File: src/rtl/fft_ctrl2048_pkg.sv
// Shared constants and FSM state type for the 2048-point FFT controller.
package fft_ctrl2048_pkg;

    localparam int N            = 2048;
    localparam int LOG2N        = 11;
    localparam int BF_PER_STAGE = 1024;
    localparam int NUM_STAGES   = 11;

    typedef enum logic [2:0] {
        S_IDLE,
        S_LOAD,
        S_RD,
        S_WAIT,
        S_WR,
        S_UNLOAD,
        S_DRAIN
    } state_e;

endpackage

File: src/rtl/fft_rdvalid_pipe.sv
// Delays the UNLOAD read-issue strobe by the memory read latency to mark returning data.
module fft_rdvalid_pipe #(
    parameter int MEM_RD_LAT = 1
) (
    input  logic clock,
    input  logic reset,
    input  logic issue_i,
    output logic valid_o
);

    logic [MEM_RD_LAT-1:0] sr_q;

    if (MEM_RD_LAT == 1) begin : g_one
        always_ff @(posedge clock) begin
            if (reset) sr_q <= '0;
            else       sr_q <= issue_i;
        end
    end else begin : g_multi
        always_ff @(posedge clock) begin
            if (reset) sr_q <= '0;
            else       sr_q <= {sr_q[MEM_RD_LAT-2:0], issue_i};
        end
    end

    assign valid_o = sr_q[MEM_RD_LAT-1];

endmodule

File: src/rtl/fft_ctrl2048.sv
// Sequencing controller for an in-place radix-2 2048-point FFT: load, 11 butterfly stages, unload.
module fft_ctrl2048
    import fft_ctrl2048_pkg::*;
#(
    parameter int BF_LAT     = 3,
    parameter int MEM_RD_LAT = 1
) (
    input  logic        clock,
    input  logic        reset,
    input  logic        start,
    input  logic        in_valid,
    output logic        in_ready,
    output logic [10:0] load_addr,
    output logic        load_we,
    output logic        addr_clear,
    output logic        addr_enable,
    output logic        addr_writemode,
    output logic        bf_start,
    output logic        mem_sel,
    output logic [10:0] rd_addr,
    output logic        out_valid,
    output logic [3:0]  stage,
    output logic        busy,
    output logic        done
);

    localparam int                WAIT_CYC   = MEM_RD_LAT + BF_LAT;
    localparam logic [4:0]        WAIT_LAST  = 5'(WAIT_CYC - 1);
    localparam logic [1:0]        DRAIN_LAST = 2'(MEM_RD_LAT - 1);
    localparam logic [3:0]        LAST_STAGE = 4'(NUM_STAGES - 1);
    localparam logic [9:0]        LAST_BF    = 10'(BF_PER_STAGE - 1);
    localparam logic [LOG2N-1:0]  LAST_ADDR  = LOG2N'(N - 1);

    state_e           state_q, state_d;
    logic [LOG2N-1:0] load_cnt_q, load_cnt_d;
    logic [LOG2N-1:0] rd_cnt_q, rd_cnt_d;
    logic [9:0]       bf_cnt_q, bf_cnt_d;
    logic [3:0]       stage_q, stage_d;
    logic [4:0]       wait_q, wait_d;
    logic [1:0]       drain_q, drain_d;

    logic in_ready_q, addr_clear_q, addr_enable_q, addr_wm_q;
    logic bf_start_q, mem_sel_q, busy_q, done_q;

    always_comb begin
        state_d    = state_q;
        load_cnt_d = load_cnt_q;
        rd_cnt_d   = rd_cnt_q;
        bf_cnt_d   = bf_cnt_q;
        stage_d    = stage_q;
        wait_d     = wait_q;
        drain_d    = drain_q;
        case (state_q)
            S_IDLE: begin
                if (start) begin
                    state_d    = S_LOAD;
                    load_cnt_d = '0;
                    rd_cnt_d   = '0;
                    bf_cnt_d   = '0;
                    stage_d    = '0;
                end
            end
            S_LOAD: begin
                if (in_valid) begin
                    load_cnt_d = load_cnt_q + 1'b1;
                    if (load_cnt_q == LAST_ADDR) state_d = S_RD;
                end
            end
            S_RD: begin
                state_d = S_WAIT;
                wait_d  = WAIT_LAST;
            end
            S_WAIT: begin
                if (wait_q == '0) state_d = S_WR;
                else              wait_d  = wait_q - 1'b1;
            end
            S_WR: begin
                // Butterfly counter wraps naturally at 1024; stage advances on the wrap.
                bf_cnt_d = bf_cnt_q + 1'b1;
                state_d  = S_RD;
                if (bf_cnt_q == LAST_BF) begin
                    if (stage_q == LAST_STAGE) begin
                        state_d = S_UNLOAD;
                        stage_d = '0;
                    end else begin
                        stage_d = stage_q + 1'b1;
                    end
                end
            end
            S_UNLOAD: begin
                rd_cnt_d = rd_cnt_q + 1'b1;
                if (rd_cnt_q == LAST_ADDR) begin
                    state_d = S_DRAIN;
                    drain_d = '0;
                end
            end
            S_DRAIN: begin
                if (drain_q == DRAIN_LAST) state_d = S_IDLE;
                else                       drain_d = drain_q + 1'b1;
            end
            default: state_d = S_IDLE;
        endcase
    end

    // Outputs are registered from the next state so each one is aligned with its state.
    always_ff @(posedge clock) begin
        if (reset) begin
            state_q       <= S_IDLE;
            load_cnt_q    <= '0;
            rd_cnt_q      <= '0;
            bf_cnt_q      <= '0;
            stage_q       <= '0;
            wait_q        <= '0;
            drain_q       <= '0;
            in_ready_q    <= 1'b0;
            addr_clear_q  <= 1'b0;
            addr_enable_q <= 1'b0;
            addr_wm_q     <= 1'b0;
            bf_start_q    <= 1'b0;
            mem_sel_q     <= 1'b0;
            busy_q        <= 1'b0;
            done_q        <= 1'b0;
        end else begin
            state_q       <= state_d;
            load_cnt_q    <= load_cnt_d;
            rd_cnt_q      <= rd_cnt_d;
            bf_cnt_q      <= bf_cnt_d;
            stage_q       <= stage_d;
            wait_q        <= wait_d;
            drain_q       <= drain_d;
            in_ready_q    <= (state_d == S_LOAD);
            addr_clear_q  <= (state_q == S_IDLE) && (state_d == S_LOAD);
            addr_enable_q <= (state_d == S_WR);
            addr_wm_q     <= (state_d == S_WR);
            bf_start_q    <= (state_d == S_RD);
            mem_sel_q     <= (state_d == S_RD) || (state_d == S_WAIT) || (state_d == S_WR);
            busy_q        <= (state_d != S_IDLE);
            done_q        <= (state_d == S_DRAIN) && (drain_d == DRAIN_LAST);
        end
    end

    fft_rdvalid_pipe #(
        .MEM_RD_LAT(MEM_RD_LAT)
    ) u_rdvalid (
        .clock  (clock),
        .reset  (reset),
        .issue_i(state_q == S_UNLOAD),
        .valid_o(out_valid)
    );

    assign in_ready       = in_ready_q;
    assign load_we        = in_ready_q & in_valid;
    assign load_addr      = load_cnt_q;
    assign addr_clear     = addr_clear_q;
    assign addr_enable    = addr_enable_q;
    assign addr_writemode = addr_wm_q;
    assign bf_start       = bf_start_q;
    assign mem_sel        = mem_sel_q;
    assign rd_addr        = rd_cnt_q;
    assign stage          = stage_q;
    assign busy           = busy_q;
    assign done           = done_q;

endmodule

File: config.mk
export PLATFORM = sky130hd
export DESIGN_NAME = fft_ctrl2048
export DESIGN_NICKNAME = d
export VERILOG_FILES = /design/src/rtl/fft_ctrl2048_pkg.sv /design/src/rtl/fft_rdvalid_pipe.sv /design/src/rtl/fft_ctrl2048.sv
export SDC_FILE = /design/constraint.sdc
export NUM_CORES = 1
export LEC_CHECK = 0
export ABC_AREA = 1
export CORE_ASPECT_RATIO = 0.75
export CORE_UTILIZATION = 38
export DETAILED_ROUTE_END_ITERATION = 10
export SYNTH_ARGS = -nofsm -noshare
export SYNTH_HDL_FRONTEND = slang
export SYNTH_SLANG_ARGS = --single-unit
File: constraint.sdc
create_clock -name clock -period 2.3 [get_ports clock]
set_clock_uncertainty 0.2 [all_clocks]
set_input_delay 0.23 -clock clock [delete_from_list [all_inputs] [get_ports clock]]
set_output_delay 0.23 -clock clock [all_outputs]
set_load 0.01 [all_outputs]
==> key figures <==
Outcome
  – Status: finished clean

CTS
  – CTS HTree Levels: 2
  – CTS Buf Count: 5
  – # hold bufs at CTS: 0
  – TritonCTS clock tree: done
  – Worst-skew pair later-pin latency: 0.30 ns
  – CTS resizes: 0
  – Clk slew on worst S/H paths: 0.10 ns
  – Setup bufs post-CTS: 0
  – Root buffer cell: clkbuf_8
  – Max Buffers Root-to-Sink: 2
  – Clock sink total: 54

Placement
  – DP HPWL: 4790 um
  – Placed Cells: 523
  – Final RePlAce weighted congestion: 0.801
  – # port buffers: 39
  – Worst slack, placed: 0.347 ns

GRT
  – Gr ovfl total: 0
  – Largest net degree at the start of global routing: 20
  – Wire length of the first global-routing pass: 10700 um
  – All-Layer GR Usage: 0.172
  – Initial antenna violation count: 0
  – Vias in the first global route: 2250

Finish
  – Utilization after layout: 0.485
  – Finished Layout Cells: 531
  – Antenna cells: 0
  – Area growth syn-to-layout: 20.8%
  – Layout net count: 445
  – # fillers: 711
  – Layout cells sized above 1: 0.0970

Floorplan
  – Site Rows: 26
  – CORE AREA: 6990 um2
  – # IOs: 40
  – Initial core utilization: 0.402
  – Chip width: 101 um
  – Die Ht: 76.5 um
  – Die Area: 7750 um2

Worst setup path
  – Cell count along the critical path: 10
  – FF-to-FF End: in_ready$_SDFF_PP0_
  – Worst Setup EP: in_ready$_SDFF_PP0_
  – Required @ worst endpoint: 2.31 ns
  – Critical Path Slowest Stage Cell: dfxtp_1
  – Worst-path fanout max: 5
  – Worst path cell trace: ha_1 > nand3_2 > nor2_2 > nand3_1 > nand2_1 > nand3_1 > nor2_1 > inv_1 > nand2_1 > nor2_1
  – WP buf/inv: 1
  – Worst Setup Start Kind: register
  – Reg2Reg Depth: 10
  – Crit. End Element: register
  – Reg2reg setup slack: 0.32 ns
  – CP max stage delay: 0.41 ns
  – Worst Path Arrival: 1.99 ns
  – Top delay family on crit path: simple AND/OR/NAND/NOR gates
  – Crit path kind: reg2reg
  – R2r startpoint: rd_addr[0]$_SDFFE_PP0P_
  – Worst setup startpoint: rd_addr[0]$_SDFFE_PP0P_

Routing
  – DR pass1 iterations: 4
  – DR WL/cell: 11.9 um
  – Remaining antenna violation count: 0
  – # DRC: 0
  – Via count of the routed design: 2528
  – Via-per-instance ratio: 4.76
  – DR iter-0 viols: 102
  – Routed wire length: 6340 um

Pwr
  – PwrDens: 501 nW/um2
  – Maximum VDD drop: 0.248 mV
  – Leak: 1.35 nW

STA
  – Tmin final: 1.98 ns
  – Slew Viols, Final: 0
  – Period utilisation layout: 0.862
  – Rel. slew slack: 0.746
  – Fmax: 0.504 GHz
  – Setup ws final: 0.317 ns
  – Hold slack: 0.257 ns
  – Final setup TNS: 0 ns
  – Final Hold Vio Count: 0
  – Final setup fails: 0
  – Actual slew at the worst max-slew pin: 0.377 ns
  – RSZ-0062 raised after global routing: no

Synthesis
  – Predominant post-synthesis flop cell: dfxtp_1
  – Ys async rst share: 0
  – Mean Syn Cell Area: 7.15 um2
  – Yosys warning count: 0
  – Number of distinct library cells after synthesis: 38
  – Register bit total from synthesis: 54
  – Post-synthesis instance area: 2810 um2
  – Syn Nets: 406
  – Post-synth EDFFs: 0
  – Gate Count Post-Synth: 393
  – Register area share after synthesis: 0.385

Hold path
  – HP Class: reg2reg

Job
  – Max Cap Violations: 0
-- logic make-up (layout without fill, tap and decap cells) --
| group | after synthesis | count (layout) | synth area share |
|---|---|---|---|
| buffers and inverters | 69 | 109 | 0.106 |
| AO/OA/AOI/OAI | 75 | 75 | 0.155 |
| flip-flops | 54 | 54 | 0.385 |
| adder cells (fa/ha/maj) | 9 | 9 | 0.0401 |
| XOR/XNOR | 2 | 2 | 0.00623 |
| AND/OR/NAND/NOR | 184 | 184 | 0.307 |
-- cell type report --
cell class | instances | area [um2] | share of cell area
clock buffer | 8 | 110 | 0.0324
inverter | 58 | 218 | 0.0641
multi-input combinational | 270 | 1430 | 0.421
sequential | 54 | 1080 | 0.318
tap | 98 | 123 | 0.0361
timing repair buffer | 43 | 433 | 0.128
-- sequential cells by signal, summed over array words and instances (netlist names) --
signal / flops
stage: 4
state_q: 3
drain_q: 2
rd_addr: 11
busy: 1
addr_writemode: 1
wait_q: 5
load_addr: 11
bf_start: 1
in_ready: 1
addr_clear: 1
done: 1
u_rdvalid.valid_o: 1
bf_cnt_q: 10
mem_sel: 1
-- how the worst min path moves through the flow --
| stage | start | end | slack (ns) | cells past startpoint |
|---|---|---|---|---|
| 6_report | wait_q[0]$_SDFFE_PP0P_ | wait_q[0]$_SDFFE_PP0P_ | 0.26 | 1 |
| 5_1_grt | wait_q[0]$_SDFFE_PP0P_ | wait_q[0]$_SDFFE_PP0P_ | 0.27 | 1 |
| 4_1_cts | wait_q[0]$_SDFFE_PP0P_ | wait_q[0]$_SDFFE_PP0P_ | 0.26 | 1 |
| 3_5_place_dp | wait_q[0]$_SDFFE_PP0P_ | wait_q[0]$_SDFFE_PP0P_ | 0.25 | 1 |
| 3_3_place_gp | wait_q[0]$_SDFFE_PP0P_ | wait_q[0]$_SDFFE_PP0P_ | 0.24 | 1 |
| 2_1_floorplan | wait_q[0]$_SDFFE_PP0P_ | wait_q[0]$_SDFFE_PP0P_ | 0.22 | 1 |
-- per-stage QoR --
step	cell area, um2	power [mW]
6_report	3390	1.70
5_1_grt	3390	1.78
4_1_cts	3390	1.73
3_5_place_dp	3280	1.12
3_3_place_gp	3280	1.12
2_1_floorplan	2810	1.07
-- layout by cell type, fill, tap and decap left out, types with 2 or more instances in the layout --
master / count
nor2_1: 45
dfxtp_1: 54
nand3_1: 33
nand4_1: 6
inv_1: 51
nand3_2: 4
nor2_2: 6
nor3_1: 3
clkdlybuf4s50_1: 39
a221oi_1: 2
nor2_4: 2
xor2_1: 2
a21oi_1: 31
o21ai_0: 28
clkbuf_8: 8
nand2_2: 4
nand2_1: 75
a211oi_1: 4
buf_4: 3
nand4_4: 2
ha_1: 9
inv_2: 7
-- synthesized netlist by cell type, types with 2 or more instances --
cell type | count | area (um2)
inv_2 | 7 | 26.3
clkbuf_1 | 2 | 7.51
nand3_2 | 4 | 40.0
nor2_2 | 6 | 37.5
o21ai_0 | 28 | 140
xor2_1 | 2 | 17.5
a211oi_1 | 4 | 30.0
nor2_1 | 45 | 169
a21oi_1 | 31 | 155
buf_6 | 4 | 45.0
buf_4 | 2 | 15.0
a221oi_1 | 2 | 17.5
nor2_4 | 2 | 22.5
nand4_4 | 2 | 42.5
nand4_1 | 6 | 37.5
ha_1 | 9 | 113
nand2_2 | 4 | 25.0
inv_1 | 51 | 191
dfxtp_1 | 54 | 1080
nor3_1 | 3 | 15.0
buf_2 | 2 | 10.0
nand2_1 | 75 | 282
nand3_1 | 33 | 165
-- layer usage --
metal,routed length [um],global-route usage,share of wire,vias up
li1,-,-,-,1355
met1,3550,0.266,0.56,1134
met2,2600,0.246,0.41,37
met3,166,0.0330,0.026,2
met4,19,0.0275,0.0030,0
met5,0,0,0,-
-- report_power, final --
group          switching [mW]  total, mW  internal [mW]
combinational          0.0818      0.135         0.0532
sequential             0.0137      0.960          0.946
clock                   0.301      0.606          0.305
total                   0.396       1.70           1.30
Power figures use the tool's default switching activity.
==> patch (config.mk and constraints unchanged) <==
Reset style: asynchronous (`reset`), changed in 3 clocked blocks.
--- a/src/rtl/fft_rdvalid_pipe.sv
+++ b/src/rtl/fft_rdvalid_pipe.sv
@@ -13,3 +13,3 @@
     if (MEM_RD_LAT == 1) begin : g_one
-        always_ff @(posedge clock) begin
+        always_ff @(posedge clock or posedge reset) begin
             if (reset) sr_q <= '0;
@@ -18,3 +18,3 @@
     end else begin : g_multi
-        always_ff @(posedge clock) begin
+        always_ff @(posedge clock or posedge reset) begin
             if (reset) sr_q <= '0;
--- a/src/rtl/fft_ctrl2048.sv
+++ b/src/rtl/fft_ctrl2048.sv
@@ -105,3 +105,3 @@
     // Outputs are registered from the next state so each one is aligned with its state.
-    always_ff @(posedge clock) begin
+    always_ff @(posedge clock or posedge reset) begin
         if (reset) begin
Formal check against the unedited RTL: differs if reset is asserted again (counterexample within 4 cycles, from zero or initial values and one cycle with reset high); with reset held inactive, the same outputs for 10 cycles.
==> patch against the original RTL <==
  * Wire length shrank 4.9%
  * Non-clock buffer count grew 2
  * Sequential share of layout area grew 7.1 points
  * First-iteration DRC count grew 33%
  * Final area grew 2.2%
  * Fmax shrank 0.83%
  * Final cell count shrank 4.0%
  * Sequential cell count is the same
  * Setup slack lost 0.017 ns
  * Synthesized area grew 1.6%
  * Die area grew 1.6%
Power is not compared: it rests on default switching activity, and its combinational part moved more than twofold at a synthesized area within 25%.
==> patch: results (changes against the original RTL) <==
Setup path:
- The biggest fanout along the worst timing path is 4 (-1).
- The reg-to-reg critical path startpoint is stage[0].
- The master of the slowest instance on the critical path is sky130_fd_sc_hd__dfrtp_1.

Drt:
- The average detailed-routed wire length per instance is 11.81 microns (-1.0%).
- The first-iteration detailed-routing DRC count was 136 (+33%).
- The first-pass iteration count of the detailed router is 6 (+2).

Cells and area:
- The clock network area share is 0.02633 (-0.006111).
- The non-clock buffer total of the final layout is 45 (+4.7%).
- The clock tree buffer count of the final layout is 7 (-1).
- The flip-flop and latch area is 1351 sq um (+25%).
- The number of flip-flops and latches came to 54 (unchanged).
- The multi-input gate count is 253 (-6.3%).
- The count of inverters other than clock inverters in the layout is 52 (-10%).
- The non-clock buffer area fraction after layout is 0.1291 (+0.001568).

Synth:
- The number of nets produced by synthesis is 378 (-6.9%).
- The proportion of register bits with asynchronous set or reset after synthesis came to 1.000 (+1.000).
- Counting instances in the post-synthesis netlist gives the leading cell types as 80 x sky130_fd_sc_hd__nand2_1, 54 x sky130_fd_sc_hd__dfrtp_1, 51 x sky130_fd_sc_hd__nor2_1, 48 x sky130_fd_sc_hd__inv_1, 33 x sky130_fd_sc_hd__nand3_1.
- Sorting the synthesized cells by area gives the leading types as sky130_fd_sc_hd__dfrtp_1 47%, sky130_fd_sc_hd__nand2_1 11%, sky130_fd_sc_hd__nor2_1 6.7%.
- The post-synthesis sequential area ratio is 0.4733 (+0.08859).
- Among all flip-flop cells after synthesis, the most frequent one is sky130_fd_sc_hd__dfrtp_1.

Place:
- The half-perimeter wire length after placement is 4470 microns (-6.6%).
- The worst slack after detailed placement is 0.3252 ns (-0.02220 ns).
- The final weighted congestion in routability-driven placement is 0.8838 (+10%).

Global route:
- The global-route wire length before repair was 10250 microns (-4.2%).
- The maximum number of pins on one net before global-route repair is 55 (+180%).
- The number of global-route vias before repair came to 2187 (-2.8%).

STA:
- The transition time at the pin with the least slew margin is 0.3502 ns (-0.02699 ns).

Hold path:
- The class of the most critical hold timing path is primary input to async pin.

Status:
- The flow ran to the end, and the final reports show no timing, DRC or antenna violations.
[patch: cell count changes after synthesis, moves of 6 or more]
cell,delta
sky130_fd_sc_hd__o21ai_0,-11
sky130_fd_sc_hd__nor2_2,-6
sky130_fd_sc_hd__dfxtp_1,-54
sky130_fd_sc_hd__dfrtp_1,+54
sky130_fd_sc_hd__a21oi_1,-10
sky130_fd_sc_hd__nor2_1,+6
[patch: power groups by stage]
stage	Sequential, mW	Clock (mW)	Combinational [mW]
final	0.949	0.545	0.0283
after global routing	0.949	0.602	0.0332
after CTS	0.949	0.565	0.0303
after detailed placement	0.967	0	0.0304
after global placement	0.967	0	0.0307
after floorplan	0.967	0	0.0139
[patch: logic make-up after synthesis]
group	synth area share
adders and majority gates	0.03944
xor gates and xnor gates	0.02147
AOI/OAI and AO/OA	0.09991
buffers and inverters	0.08501
muxes	0.003506
and+or+nand+nor	0.2774
DFF	0.4733
[patch: per-layer routing]
metal	vias up	global-route usage	share of wire
met2	50	0.2362	0.41
met5	-	0	0
li1	1266	-	-
met3	5	0.03282	0.043
met1	1109	0.2523	0.54
met4	0	0.03429	0.0060
[patch: final timing paths]
kind | endpoint | slack, ns | cells after the start
max in group asynchronous | rd_addr[10] | 1.57 | 3
worst min register to register | bf_cnt_q[0] | 0.33 | 1
worst max register to register | busy | 0.30 | 9
min in group clock | bf_cnt_q[0] | 0.33 | 1
worst min-delay path | bf_cnt_q[4] | 0.09 | 3
worst max-delay path | busy | 0.30 | 9
[patch: metrics by stage]
stage,instance area [sq um],std cells
floorplan,2855,365
global placement,3378,502
detailed placement,3378,502
CTS,3470,510
global route,3470,510
finish,3470,510
